## config.mk

```make
export PLATFORM = sky130hd
export DESIGN_NAME = alu_share_arbiter
export DESIGN_NICKNAME = d
export VERILOG_FILES = /design/src/rtl/alu_share_arbiter.sv
export SDC_FILE = /design/constraint.sdc
export NUM_CORES = 1
export LEC_CHECK = 0
export ABC_AREA = 1
export CAP_MARGIN = 30
export CORE_MARGIN = 1
export CORE_UTILIZATION = 45
export DETAILED_ROUTE_END_ITERATION = 7
export PLACE_DENSITY = 0.71
export SLEW_MARGIN = 20
export SYNTH_ARGS = -nofsm -noshare
export SYNTH_HDL_FRONTEND = slang
export SYNTH_SLANG_ARGS = --single-unit
export TNS_END_PERCENT = 100
```

## constraint.sdc

```tcl
create_clock -name clk -period 3.6 [get_ports clk]
set_input_delay 0.72 -clock clk [delete_from_list [all_inputs] [get_ports clk]]
set_output_delay 0.72 -clock clk [all_outputs]
set_load 0.01 [all_outputs]
```

## src/rtl/alu_share_arbiter.sv

```systemverilog
// Round-robin arbiter sharing one add/sub/and/xor ALU between two requesters.
// Response carries the Y86 condition flags and the owning requester id.
//
// state | meaning
// ------+---------------------------------------------------------------
// IDLE  | waiting for a request; the granted valid requester sees ready
// EXEC  | ALU runs on the captured operands; result/flags get registered
// RESP  | response held until the consumer takes it with rsp_ready
module alu_share_arbiter #(
   parameter int W   = 64,
   parameter int OPW = 2
) (
   input  logic           clk,
   input  logic           reset,
   input  logic           req0_valid,
   output logic           req0_ready,
   input  logic [OPW-1:0] req0_op,
   input  logic [W-1:0]   req0_a,
   input  logic [W-1:0]   req0_b,
   input  logic           req1_valid,
   output logic           req1_ready,
   input  logic [OPW-1:0] req1_op,
   input  logic [W-1:0]   req1_a,
   input  logic [W-1:0]   req1_b,
   output logic           rsp_valid,
   input  logic           rsp_ready,
   output logic           rsp_id,
   output logic [W-1:0]   rsp_result,
   output logic           rsp_zf,
   output logic           rsp_sf,
   output logic           rsp_of
);

   typedef enum logic [1:0] {IDLE, EXEC, RESP} state_t;

   localparam logic [OPW-1:0] OP_ADD = OPW'(0);
   localparam logic [OPW-1:0] OP_SUB = OPW'(1);
   localparam logic [OPW-1:0] OP_AND = OPW'(2);

   state_t         state;
   logic           ptr;
   logic           id_q;
   logic [OPW-1:0] op_q;
   logic [W-1:0]   a_q;
   logic [W-1:0]   b_q;

   logic           any_valid;
   logic           grant_id;

   // Pointer only breaks ties; a lone valid requester always wins.
   assign any_valid  = req0_valid | req1_valid;
   assign grant_id   = (req0_valid & req1_valid) ? ptr : req1_valid;
   assign req0_ready = (state == IDLE) & ~reset & req0_valid & ~grant_id;
   assign req1_ready = (state == IDLE) & ~reset & req1_valid & grant_id;

   logic           is_sub;
   logic [W-1:0]   b_eff;
   logic [W-1:0]   sum;
   logic [W-1:0]   alu_res;
   logic           alu_of;

   // Subtraction reuses the adder as a + ~b + 1, so one overflow rule covers both.
   always_comb begin
      is_sub  = (op_q == OP_SUB);
      b_eff   = is_sub ? ~b_q : b_q;
      sum     = a_q + b_eff + {{(W-1){1'b0}}, is_sub};
      alu_res = sum;
      alu_of  = 1'b0;
      case (op_q)
         OP_ADD, OP_SUB: begin
            alu_res = sum;
            alu_of  = (a_q[W-1] == b_eff[W-1]) && (sum[W-1] != a_q[W-1]);
         end
         OP_AND:  alu_res = a_q & b_q;
         default: alu_res = a_q ^ b_q;
      endcase
   end

   always_ff @(posedge clk) begin
      if (reset) begin
         state      <= IDLE;
         ptr        <= 1'b0;
         id_q       <= 1'b0;
         op_q       <= '0;
         a_q        <= '0;
         b_q        <= '0;
         rsp_valid  <= 1'b0;
         rsp_id     <= 1'b0;
         rsp_result <= '0;
         rsp_zf     <= 1'b0;
         rsp_sf     <= 1'b0;
         rsp_of     <= 1'b0;
      end else begin
         case (state)
            IDLE: begin
               if (any_valid) begin
                  op_q  <= grant_id ? req1_op : req0_op;
                  a_q   <= grant_id ? req1_a  : req0_a;
                  b_q   <= grant_id ? req1_b  : req0_b;
                  id_q  <= grant_id;
                  ptr   <= ~grant_id;
                  state <= EXEC;
               end
            end
            EXEC: begin
               rsp_result <= alu_res;
               rsp_zf     <= (alu_res == '0);
               rsp_sf     <= alu_res[W-1];
               rsp_of     <= alu_of;
               rsp_id     <= id_q;
               rsp_valid  <= 1'b1;
               state      <= RESP;
            end
            RESP: begin
               if (rsp_ready) begin
                  rsp_valid <= 1'b0;
                  state     <= IDLE;
               end
            end
            default: state <= IDLE;
         endcase
      end
   end

endmodule

```

==> impl_metrics.json <==
{
  "status": "completed",
  "cts_buffers": 24,
  "pwr_density_cell_mw_per_mm2": 396,
  "syn_nets": 3353,
  "clk_latency_ns": 0.57,
  "synthAdderAreaFrac_pct": 9.70,
  "clk_pin_slew_worst_paths_ns": 0.07,
  "setup_tns_ns": 0,
  "vias": 21900,
  "hold_violations": 0,
  "cts_root_buffer": "clkbuf_16",
  "die_height_um": 198,
  "critPathKind": "register to register",
  "grt_most_used_layer": "met2",
  "place.detailed.hpwl_um": 61100,
  "grt_overflow": 0,
  "final_cell_mix": "nand2_1, inv_1, nand3_1, clkdlybuf4s50_1, buf_4",
  "post-route-period-util_pct": 96.7,
  "synth_xor_xnor_area_share_pct": 3.23,
  "dieArea_mm2": 0.0394,
  "met2_usage_pct": 58.2,
  "fmax_ghz": 0.287,
  "slew-limit-headroom_pct": 32.1,
  "cp-end-kind": "register",
  "antenna_found_initial": 0,
  "grtUsageMet1_pct": 54.9,
  "use_met3_pct": 5.53,
  "power.leakage_nw": 13.4,
  "final_common_cell": "nand2_1",
  "netlist_area_mm2": 0.0174,
  "portBuffers": 335,
  "crit_fanout": 6,
  "drive_above_1_share_pct": 17.0,
  "postLayoutCoreUtil_pct": 66.9,
  "cpLargestDelayFamily": "simple AND/OR/NAND/NOR gates",
  "yosysWarnings": 0,
  "htree_levels": 1,
  "worstPathArrival_ns": 3.97,
  "clock_path_buffers": 3,
  "ys_ff_latch": 202,
  "ir_drop_v": 0.000381,
  "critical-path-slowest-cell": "dfxtp_2",
  "place_congestion": 1.05,
  "power_mw": 10.0,
  "clock-sinks": 202,
  "crit_buf_inv": 5,
  "core_area_mm2": 0.0378,
  "synth_compound_area_share_pct": 10.4,
  "yosysUniqueCellTypes": 42,
  "synth_seq_area_share_pct": 23.3,
  "track_usage_pct": 37.9,
  "finalSetupViolCount": 0,
  "dpl_cell_area_mm2": 0.0235,
  "finalInstanceArea_mm2": 0.0253,
  "synthMuxAreaShare_pct": 0,
  "wire_per_inst_um": 19.0,
  "max_stage_delay_ns": 0.35,
  "n_antenna_cell": 0,
  "grt_first_pass_wirelength_um": 115000,
  "dieWidth_um": 198,
  "dr.first_iter.drc_count": 2004,
  "syn_area_per_cell_um2": 5.88,
  "rows": 71,
  "io_pins": 336,
  "synthSimpleGateAreaFrac_pct": 39.4,
  "syn_to_final_growth_pct": 45.8,
  "dr.pass1.iters": 6,
  "drc_errors": 0,
  "nNetsFinal": 3942,
  "ys_async_sr_fraction_pct": 0,
  "synth_top_family_by_area": "simple AND/OR/NAND/NOR gates",
  "viasPerCell": 5.38,
  "drt_wl_total_um": 77500,
  "ant_nets": 0,
  "required_ns": 4.09,
  "netlist_instances": 2954,
  "hp-class": "register to register",
  "nFillCells": 3390,
  "worstMarginPinSlew_ns": 1.02,
  "grt_max_degree": 136,
  "synth_flop_cell": "dfxtp_1",
  "cts_tree": "built",
  "fin_skew_ns": 0.0153,
  "start_kind": "register",
  "fin_hold_ws_ns": 0.499,
  "synth_edf_count": 0,
  "initial_core_util_pct": 45.9,
  "slew_viol_final": 0,
  "finalCriticalPeriod_ns": 3.48,
  "drv_cap": 0,
  "grt_pass1_vias": 20400
}
[report_power, final]
part	switching [mW]	internal [mW]	leakage, nW
combinational	2.70	2.10	11.4
clock	1.04	1.43	0.394
sequential	0.272	2.47	1.66
total	4.01	6.01	13.4
[worst register-to-register path, cell delays in order (launching register included)]
cell and delay (ns):
dfxtp_2 0.35, clkinv_4 0.11, nand2_8 0.18, buf_12 0.16
xor2_4 0.17, inv_1 0.06, ha_1 0.30, nand2_1 0.12
nor2_2 0.13, nand3_1 0.16, nand2_2 0.14, buf_4 0.14
nand2_1 0.07, nand2_2 0.11, nand2_1 0.10, nand2_2 0.10
buf_4 0.12, nand2_2 0.08, nand2_1 0.08, nand2_1 0.04
nand3_1 0.07, nand2_2 0.11, nor2_1 0.12, nand3_1 0.09
nor2_2 0.10, nand3_1 0.08, a21oi_1 0.11
[layer usage]
metal	up-vias	wire length, um	share of wire [%]
li1	10500	-	-
met1	10200	35100	45
met2	1129	32600	42
met3	140	7600	9.8
met4	0	2200	2.8
met5	-	0	0
[stage by stage]
stage,setup slack (ns),cells
floorplan,0.568,2954
global route,-0.115,4072
global placement,-0.444,4010
finish,0.119,4072
detailed placement,-0.414,4010
CTS,0.00439,4054
[layout make-up]
| type | instances | area [um^2] | share of cell area [%] |
|---|---|---|---|
| flip-flops and latches | 202 | 4050 | 16.0 |
| multi-input cells | 2106 | 11700 | 46.3 |
| clock inverters | 9 | 105 | 0.415 |
| clock buffers | 35 | 702 | 2.77 |
| well taps | 511 | 639 | 2.53 |
| repair buffers | 680 | 6100 | 24.1 |
| inverters | 529 | 2000 | 7.89 |
[what timing repair did]
item,in CTS,in global routing
setup endpoints to repair,2,9
hold endpoints to repair,0,0
setup buffers,0,16
gates resized for setup,24,226
pin swaps,0,50
hold buffers,0,0
gates cloned,0,2
[state kept, by name, summed over array words and instances, names as in the netlist]
register    cells
rsp_result     64
ptr             1
a_q            64
rsp_of          1
state           2
rsp_valid       1
b_q            64
rsp_id          1
op_q            2
id_q            1
rsp_zf          1
[cells by family (layout without fill, tap and decap cells)]
logic type               Yosys count  count (layout)
XOR/XNOR                          64              64
adder cells (fa/ha/maj)          134             134
AO/OA/AOI/OAI                    278             278
flip-flops                       202             202
buffers and inverters            647            1253
AND/OR/NAND/NOR                 1629            1630
[Yosys cell counts (2+ instances only)]
library cell  instances  share of area [%]
a21oi_1              78                2.2
a22o_1               59                3.0
a22oi_1              11               0.48
a31oi_1              18               0.65
buf_1                32               0.69
buf_2                 2              0.058
buf_4                 2              0.086
clkbuf_1             82                1.8
dfxtp_1             202                 23
ha_1                133                9.6
inv_1               524                 11
inv_2                 3              0.065
nand2_1             926                 20
nand2_2               7               0.25
nand3_1             376                 11
nand3_2               2               0.12
nand3b_1             23               0.99
nand4_1              27               0.97
nor2_1              248                5.4
nor2_2                2              0.072
nor3_1               11               0.32
o211ai_1             34                1.5
o21a_1                2              0.086
o21ai_0              57                1.6
o21ai_1               2              0.058
o21bai_1             12               0.52
or2_2                 2              0.072
xnor2_1              62                3.1
xor2_1                2               0.10
[path summary, 6_finish.rpt]
kind | startpoint | to | slack (ns) | cells after the start
setup / recovery | op_q[1]$_SDFFE_PP0P_ | rsp_zf$_SDFFE_PP0P_ | 0.12 | 26
hold / removal | rsp_result[28]$_SDFFE_PP0P_ | rsp_result[28]$_SDFFE_PP0P_ | 0.50 | 2
setup reg to reg | op_q[1]$_SDFFE_PP0P_ | rsp_zf$_SDFFE_PP0P_ | 0.12 | 26
hold reg to reg | rsp_result[28]$_SDFFE_PP0P_ | rsp_result[28]$_SDFFE_PP0P_ | 0.50 | 2
Note: power is estimated with default switching activity, not from simulation.
